<file path="src/rtl/axi_ar_route_tracker.sv">
// axi_ar_route_tracker
// ---------------------------------------------------------------------------
// Purpose: sits after the 3-master AR arbiter of a crossbar slave port. It
// forwards the granted AR beat to the slave unchanged. It records which master
// was granted in an in-order tracking FIFO. It then steers the slave's R beats
// back to that master, and pops the FIFO entry on the last beat of each burst.
//
// Ports:
//   clk, reset (async, active-low)
//   io_input_*      : AR from the arbiter plus io_input_chosen (granted master)
//   io_ar_*         : AR to the slave (payload passes straight through)
//   io_r_*          : R from the slave
//   io_outputs_k_*  : R to master k (k = 0..2), payload broadcast to all three
//   io_outstanding  : tracking FIFO occupancy
//   io_len_error    : sticky burst-length mismatch flag (optional, see below)
//
// Optional feature macro: AXI_AR_ROUTE_LEN_CHECK_EN
//   When defined, each entry also stores the AR len, R beats of the head
//   burst are counted, and io_len_error flags bursts whose last beat arrives
//   early or late. Routing is never affected by the flag.
// ---------------------------------------------------------------------------
module axi_ar_route_tracker #(
    parameter int DATA_WIDTH = 32,
    parameter int DEPTH      = 4
) (
    input  logic                    clk,
    input  logic                    reset,

    input  logic                    io_input_valid,
    output logic                    io_input_ready,
    input  logic [19:0]             io_input_payload_addr,
    input  logic [3:0]              io_input_payload_id,
    input  logic [7:0]              io_input_payload_len,
    input  logic [2:0]              io_input_payload_size,
    input  logic [1:0]              io_input_payload_burst,
    input  logic [1:0]              io_input_chosen,

    output logic                    io_ar_valid,
    input  logic                    io_ar_ready,
    output logic [19:0]             io_ar_payload_addr,
    output logic [3:0]              io_ar_payload_id,
    output logic [7:0]              io_ar_payload_len,
    output logic [2:0]              io_ar_payload_size,
    output logic [1:0]              io_ar_payload_burst,

    input  logic                    io_r_valid,
    output logic                    io_r_ready,
    input  logic [DATA_WIDTH-1:0]   io_r_payload_data,
    input  logic [3:0]              io_r_payload_id,
    input  logic [1:0]              io_r_payload_resp,
    input  logic                    io_r_payload_last,

    output logic                    io_outputs_0_valid,
    input  logic                    io_outputs_0_ready,
    output logic [DATA_WIDTH-1:0]   io_outputs_0_payload_data,
    output logic [3:0]              io_outputs_0_payload_id,
    output logic [1:0]              io_outputs_0_payload_resp,
    output logic                    io_outputs_0_payload_last,

    output logic                    io_outputs_1_valid,
    input  logic                    io_outputs_1_ready,
    output logic [DATA_WIDTH-1:0]   io_outputs_1_payload_data,
    output logic [3:0]              io_outputs_1_payload_id,
    output logic [1:0]              io_outputs_1_payload_resp,
    output logic                    io_outputs_1_payload_last,

    output logic                    io_outputs_2_valid,
    input  logic                    io_outputs_2_ready,
    output logic [DATA_WIDTH-1:0]   io_outputs_2_payload_data,
    output logic [3:0]              io_outputs_2_payload_id,
    output logic [1:0]              io_outputs_2_payload_resp,
    output logic                    io_outputs_2_payload_last,

    output logic [$clog2(DEPTH):0]  io_outstanding
`ifdef AXI_AR_ROUTE_LEN_CHECK_EN
    ,
    output logic                    io_len_error
`endif
);

    localparam int PTR_W = $clog2(DEPTH);
    localparam int CNT_W = PTR_W + 1;

    logic [1:0]       r_route [DEPTH];
    logic [PTR_W-1:0] r_wr_ptr;
    logic [PTR_W-1:0] r_rd_ptr;
    logic [CNT_W-1:0] r_count;

    logic             w_full;
    logic             w_empty;
    logic [1:0]       w_head;
    logic [1:0]       w_chosen;
    logic             w_push;
    logic             w_r_ready;
    logic             w_r_fire;
    logic             w_pop;

    assign w_full  = (r_count == CNT_W'(DEPTH));
    assign w_empty = (r_count == '0);
    assign w_head  = r_route[r_rd_ptr];

    // Index 3 never names a real master, so it is folded onto master 2.
    assign w_chosen = (io_input_chosen == 2'd3) ? 2'd2 : io_input_chosen;

    // AR path: zero-latency pass-through, gated only by a full tracker.
    // A pop in the same cycle does not free a slot for the push (no bypass).
    assign io_ar_valid         = io_input_valid && !w_full;
    assign io_input_ready      = io_ar_ready && !w_full;
    assign io_ar_payload_addr  = io_input_payload_addr;
    assign io_ar_payload_id    = io_input_payload_id;
    assign io_ar_payload_len   = io_input_payload_len;
    assign io_ar_payload_size  = io_input_payload_size;
    assign io_ar_payload_burst = io_input_payload_burst;

    assign w_push = io_input_valid && !w_full && io_ar_ready;

    // R path: with nothing tracked the slave is stalled rather than dropped.
    always_comb begin
        w_r_ready = 1'b0;
        if (!w_empty) begin
            case (w_head)
                2'd0:    w_r_ready = io_outputs_0_ready;
                2'd1:    w_r_ready = io_outputs_1_ready;
                default: w_r_ready = io_outputs_2_ready;
            endcase
        end
    end

    assign io_r_ready = w_r_ready;
    assign w_r_fire   = io_r_valid && w_r_ready;
    assign w_pop      = w_r_fire && io_r_payload_last;

    assign io_outputs_0_valid = !w_empty && io_r_valid && (w_head == 2'd0);
    assign io_outputs_1_valid = !w_empty && io_r_valid && (w_head == 2'd1);
    assign io_outputs_2_valid = !w_empty && io_r_valid && (w_head == 2'd2);

    assign io_outputs_0_payload_data = io_r_payload_data;
    assign io_outputs_0_payload_id   = io_r_payload_id;
    assign io_outputs_0_payload_resp = io_r_payload_resp;
    assign io_outputs_0_payload_last = io_r_payload_last;
    assign io_outputs_1_payload_data = io_r_payload_data;
    assign io_outputs_1_payload_id   = io_r_payload_id;
    assign io_outputs_1_payload_resp = io_r_payload_resp;
    assign io_outputs_1_payload_last = io_r_payload_last;
    assign io_outputs_2_payload_data = io_r_payload_data;
    assign io_outputs_2_payload_id   = io_r_payload_id;
    assign io_outputs_2_payload_resp = io_r_payload_resp;
    assign io_outputs_2_payload_last = io_r_payload_last;

    assign io_outstanding = r_count;

    // Tracking FIFO: DEPTH is a power of two, so pointers wrap by overflow.
    always_ff @(posedge clk or negedge reset) begin
        if (!reset) begin
            for (int i = 0; i < DEPTH; i++) begin
                r_route[i] <= 2'd0;
            end
            r_wr_ptr <= '0;
            r_rd_ptr <= '0;
            r_count  <= '0;
        end else begin
            if (w_push) begin
                r_route[r_wr_ptr] <= w_chosen;
                r_wr_ptr          <= r_wr_ptr + 1'b1;
            end
            if (w_pop) begin
                r_rd_ptr <= r_rd_ptr + 1'b1;
            end
            case ({w_push, w_pop})
                2'b10:   r_count <= r_count + 1'b1;
                2'b01:   r_count <= r_count - 1'b1;
                default: r_count <= r_count;
            endcase
        end
    end

`ifdef AXI_AR_ROUTE_LEN_CHECK_EN
    logic [7:0] r_len [DEPTH];
    logic [8:0] r_beat_cnt;
    logic       r_len_error;
    logic [8:0] w_head_len;
    logic       w_len_bad;

    assign w_head_len = {1'b0, r_len[r_rd_ptr]};

    // r_beat_cnt holds the number of beats already accepted for the head
    // burst, so the last beat must see exactly len of them before it.
    assign w_len_bad = w_r_fire &&
                       (io_r_payload_last ? (r_beat_cnt != w_head_len)
                                          : (r_beat_cnt == w_head_len));

    always_ff @(posedge clk or negedge reset) begin
        if (!reset) begin
            for (int i = 0; i < DEPTH; i++) begin
                r_len[i] <= 8'd0;
            end
            r_beat_cnt  <= 9'd0;
            r_len_error <= 1'b0;
        end else begin
            if (w_push) begin
                r_len[r_wr_ptr] <= io_input_payload_len;
            end
            if (w_pop) begin
                r_beat_cnt <= 9'd0;
            end else if (w_r_fire) begin
                r_beat_cnt <= r_beat_cnt + 9'd1;
            end
            if (w_len_bad) begin
                r_len_error <= 1'b1;
            end
        end
    end

    assign io_len_error = r_len_error;
`endif

endmodule
</file>
<file path="config.mk">
export PLATFORM = sky130hd
export DESIGN_NAME = axi_ar_route_tracker
export DESIGN_NICKNAME = d
export VERILOG_FILES = /design/src/rtl/axi_ar_route_tracker.sv
export SDC_FILE = /design/constraint.sdc
export NUM_CORES = 1
export LEC_CHECK = 0
export ABC_AREA = 1
export CAP_MARGIN = 10
export CORE_AREA = 4 4 95 97
export CTS_CLUSTER_SIZE = 25
export DETAILED_ROUTE_END_ITERATION = 6
export DIE_AREA = 0 0 99 101
export MAX_ROUTING_LAYER = met4
export PLACE_DENSITY = 0.78
export RECOVER_POWER = 50
export SYNTH_ARGS = -nofsm -noshare
export SYNTH_HDL_FRONTEND = slang
export SYNTH_SLANG_ARGS = --single-unit
</file>
<file path="constraint.sdc">
create_clock -name clk -period 6.8 [get_ports clk]
set_input_delay 1.02 -clock clk [delete_from_list [all_inputs] [get_ports clk]]
set_output_delay 1.02 -clock clk [all_outputs]
set_load 0.005 [all_outputs]
</file>
After elaboration in Yosys (flattened, before gate mapping) --
Cells that the tools add are included.
Cells by class: multiplexer cells 10, order comparisons 3, add/sub/neg operators 4, bitwise logic cells 2, reductions and logical operators 15, equality and inequality tests 6
Operators by type and width (count):
- logical AND 1 bit | 10
- bitwise mux 8 bit | 1
- 2-to-1 mux 2 bit | 4
- == test 2 bit (second input constant) | 3
- >= comparator 3 bit (second input constant) | 2
- inverter 2 -> 3 bit | 2
- case mux 3 bit (2 select lines) | 1
- adder 2 x 1 -> 2 bit (second input constant) | 2
- binary-select mux 2 bit (select 2 bit) | 1
- demux 2 bit (select 2 bit) | 1
- == test 2 x 1 -> 1 bit (second input constant) | 2
- adder 3 x 1 -> 3 bit (second input constant) | 1
- == test 3 bit (second input constant) | 1
- logical NOT 3 bit | 1
- < comparator 3 x 1 -> 1 bit (second input constant) | 1
- subtractor 3 x 1 -> 3 bit (second input constant) | 1
- logical NOT 1 bit | 2
- logical NOT 2 bit | 1
- case mux 1 bit (2 select lines) | 1
- nonzero test 2 bit | 1
- 2-to-1 mux 1 bit | 1
Word-level totals: output and inout bits 163, bits in registers 15, input bits 86, logic and storage cells 47

Depth between registers and ports, before layout --
depth in word-level cells 11, mapped depth 15, depth with buffers taken out 15

Worst setup path before layout --
Ideal clock, no wire load.
path type input to register, start input port io_outputs_2_ready, end register r_count[2], in the netlist io_outstanding[2], setup time 131 ps, cell stages on the path 12, buffers on the path 0, data required time 6669 ps, arrival 2352 ps, slack 4317 ps, cells stage by stage inv_1 -> nand3_2 -> nand2_2 -> nor2_1 -> nand4_1 -> inv_1 -> ha_1 -> inv_1 -> fa_1 -> a21oi_1 -> o21ai_0 -> xor2_1
Between the ends: cells in the longest elaborated chain, start to end 6, elaborated cells on any way between the ends 8, those cells by class eq/ne: 2; mux: 3; reduce/logical: 3
Ends and longest elaborated chain:
- from (decl) | RTL line 68 | input logic io_outputs_2_ready,
- case mux 1 bit (2 select lines) * | RTL line 121 | case (w_head)
- 2-to-1 mux 1 bit * | RTL line 120 | if (!w_empty) begin
- logical AND 1 bit * | RTL line 130 | assign w_r_fire = io_r_valid && w_r_ready;
- logical AND 1 bit * | RTL line 131 | assign w_pop = w_r_fire && io_r_payload_last;
- via w_pop | RTL line 96 | logic w_pop;
- == test 2 x 1 -> 1 bit / == test 2 bit (equally long branches) | RTL line 169 | case ({w_push, w_pop})
- case mux 3 bit (2 select lines) / nonzero test 2 bit (equally long branches)
- to (signal assigned) | RTL line 170 | 2'b10: r_count <= r_count + 1'b1;
- to (signal assigned) | RTL line 171 | 2'b01: r_count <= r_count - 1'b1;
- to (signal assigned) | RTL line 172 | default: r_count <= r_count;
- to (decl) | RTL line 87 | logic [CNT_W-1:0] r_count;
Mark *: on every way through the listed nets, which the timed path passes. The rest lies on a longest branch. A chain may end at the register's enable or synchronous reset.

Worst setup path after layout --
start input port io_r_valid, end output port io_outputs_2_valid
Between the ends: cells in the longest elaborated chain, start to end 2
Ends and longest elaborated chain:
- from (decl) | RTL line 46 | input logic io_r_valid,
- logical AND 1 bit (2 in a row) | RTL line 135 | assign io_outputs_2_valid = !w_empty && io_r_valid && (w_head == 2'd2);
- to (decl) | RTL line 67 | output logic io_outputs_2_valid,
Every way passes these cells.

==> flow_summary.ini <==
[logic_synthesis]
synth_ff_type = dfrtp_1
ys_types = 25
synth_common_cells = 154 x buf_4, 21 x nand2_1, 19 x inv_1, 15 x dfrtp_1, 9 x nor2_1
synth-compound-area-share = 0.0224
yosys_warnings = 0
synth.most_common_cell = buf_4
synth_area_leader_cell = buf_4
netlist_instances = 265
async_reset_ff_frac = 1.00
avgSynthCellArea_um2 = 8.01
yosysTopAreaCellShare = 0.545
syn_area_mm2 = 0.00212
ys_seq_area_frac = 0.177
yosys.area_share.simple = 0.123
synth-xor-area-share = 0.0124
syn_nets = 357
synth_edf_count = 0
synth_top_family_by_area = buffers and inverters
synthMuxAreaShare = 0.0425
synth_fa_ha_area_frac = 0.0389
synth_seq_cells = 15
synth_area_leaders = buf_4 54%, dfrtp_1 18%, nand2_1 3.7%

[global_route]
grt_max_degree = 16
antenna_found_initial = 0
grt_pass1_vias = 1098
grt_usage = 0.0976
grt_overflow = 0
grt_pass1_wl_mm = 6.94

[die]
coreArea_mm2 = 0.00813
rows = 33
die_w_um = 99
die_area_mm2 = 0.0100
die_y_um = 101
ioPinCount = 249
start_util = 0.261

[layout]
design_area_mm2 = 0.00134
area_delta_synth_final_pct = -36.8
fin_cells = 242
final_nets = 230
drive_above_1_share = 0.168
n_fill_cell = 904
antenna_cells = 0

[routing]
drt-total-wl_mm = 4.89
viasPerCell = 4.04
dr.pass1.iters = 4
via_count = 977
drt_iter0_markers = 8
drt_drc_violations_left = 0
wire_per_inst_um = 20.2
antenna_left = 0

[setup_path]
r2r_cells = 15
r2r-end = io_outstanding[2]$_DFFE_PN0P_
cp_data_arrival_time_ps = 2380
endpoint_kind = output port
rrSetupSlack_ps = 4310
crit_fanout = 4
worstPathRequired_ps = 5780
r2r_start = r_rd_ptr[0]$_DFFE_PN0P_
start_kind = primary input
worst-setup-path-type = primary input to output port

[place]
place_ws_ps = 3390
dpl_cell_area_mm2 = 0.00132
dpl.cell_count = 238
gp_congestion = 0.736
port_buffers = 22
dpl.hpwl_mm = 4.35

[clocking]
clock_sinks = 15
cts_resized = 0
clock-root-buffer = clkbuf_8
postCtsSetupRepairBufs = 0
cts_hold_buf = 0
numCtsBuffers = 3
cts_htree_levels = 1
insertion_delay_ps = 250
cts_tree = done
cts_buffer_depth = 2
path_clk_slew_ps = 70

[timing]
slew-limit-headroom = 0.518
slew_violations = 0
tightest_slew_ps = 721
period_share = 0.500
rsz0062_at_grt = no
fin_crit_ps = 3400
final-hold-violation-count = 0
skew_ps = 5.57
setup_tns_ps = 0
max_freq_mhz = 294
setup_viol = 0
layout_setup_ws_ps = 3400

[min_path]
min_from = r_route[0]$_DFFE_PN0P_
min_delay_path_depth = 1
min_to = r_route[0]$_DFFE_PN0P_
min_path_type = flip-flop to flip-flop

[run]
cap_violations = 0

[outcome]
outcome = finished, final reports clean

[power_and_ir_drop]
ir_drop_v = 0.0000746
leakage_nw = 0.617
fin_total_pwr_uw = 528
p_per_area_mw_per_mm2 = 393
==> routing by layer <==
layer  part of all wire  global-route usage
met5                  0                   -
met4              0.050              0.0557
met3               0.27               0.118
met2               0.48               0.154
met1               0.20              0.0561
==> cells by family (layout without fill, tap and decap cells) <==
kind of cell | Yosys count | count (layout)
AND/OR/NAND/NOR | 51 | 51
adder cells (fa/ha/maj) | 6 | 6
multiplexers | 8 | 8
buffers and inverters | 176 | 48
flip-flops | 15 | 15
AO/OA/AOI/OAI | 6 | 6
XOR/XNOR | 3 | 3
==> critical path, cell delays in order <==
cell and delay [ps]:
clkdlybuf4s50_1 530, nand2_1 110, nor3_1 200, clkdlybuf4s50_1 530
==> worst max path at each step <==
stage	from	end	slack, ps	depth (start not counted)
floorplan	io_outputs_2_ready	io_outstanding[2]$_DFFE_PN0P_	4320	12
global route	io_r_valid	io_outputs_2_valid	3310	4
CTS	io_r_valid	io_outputs_2_valid	3390	4
global placement	io_outputs_2_ready	io_r_ready	3420	8
detailed placement	io_r_valid	io_outputs_2_valid	3390	4
finish	io_r_valid	io_outputs_2_valid	3400	4
==> cells in the final DEF (no fill, tap or decap), types with 2 or more instances in the layout <==
master,Yosys,routed
a21oi_1,2,2
a31oi_1,1,2
clkbuf_8,0,3
clkdlybuf4s50_1,0,20
dfrtp_1,15,15
dlygate4sd3_1,0,2
ha_1,5,5
inv_1,19,19
inv_2,2,2
mux2_1,2,2
mux2_2,6,6
nand2_1,21,22
nand2_2,4,4
nand3_1,5,5
nand3_2,5,5
nand4_1,2,2
nor2_1,9,9
nor2_2,2,2
o21ai_0,2,2
xor2_1,2,2
==> power by group <==
group	switching [mW]	total, mW	internal, mW
clock network	0.0328	0.0734	0.0406
registers	0.0354	0.168	0.133
logic	0.151	0.286	0.135
total	0.219	0.528	0.308
==> sequential cells by signal, indices dropped and copies added (netlist names) <==
register and cells:
r_wr_ptr 2, io_outstanding 3, r_route 8, r_rd_ptr 2
==> through the flow <==
step	utilization	hold WS, ps
floorplan	-	458
global placement	0.162	481
detailed placement	0.162	506
CTS	0.168	519
global route	0.165	543
finish	0.165	518
==> cell type report <==
| class | count | area [µm²] | share of cell area |
|---|---|---|---|
| Clock buffer | 3 | 41.3 | 0.0308 |
| Clock inverter | 1 | 5.00 | 0.00373 |
| Timing Repair Buffer | 22 | 220 | 0.164 |
| Tap cell | 105 | 131 | 0.0979 |
| Inverter | 22 | 82.6 | 0.0616 |
| Multi-Input combinational cell | 74 | 485 | 0.362 |
| Sequential cell | 15 | 375 | 0.280 |
Note: power is estimated with default switching activity, not from simulation.
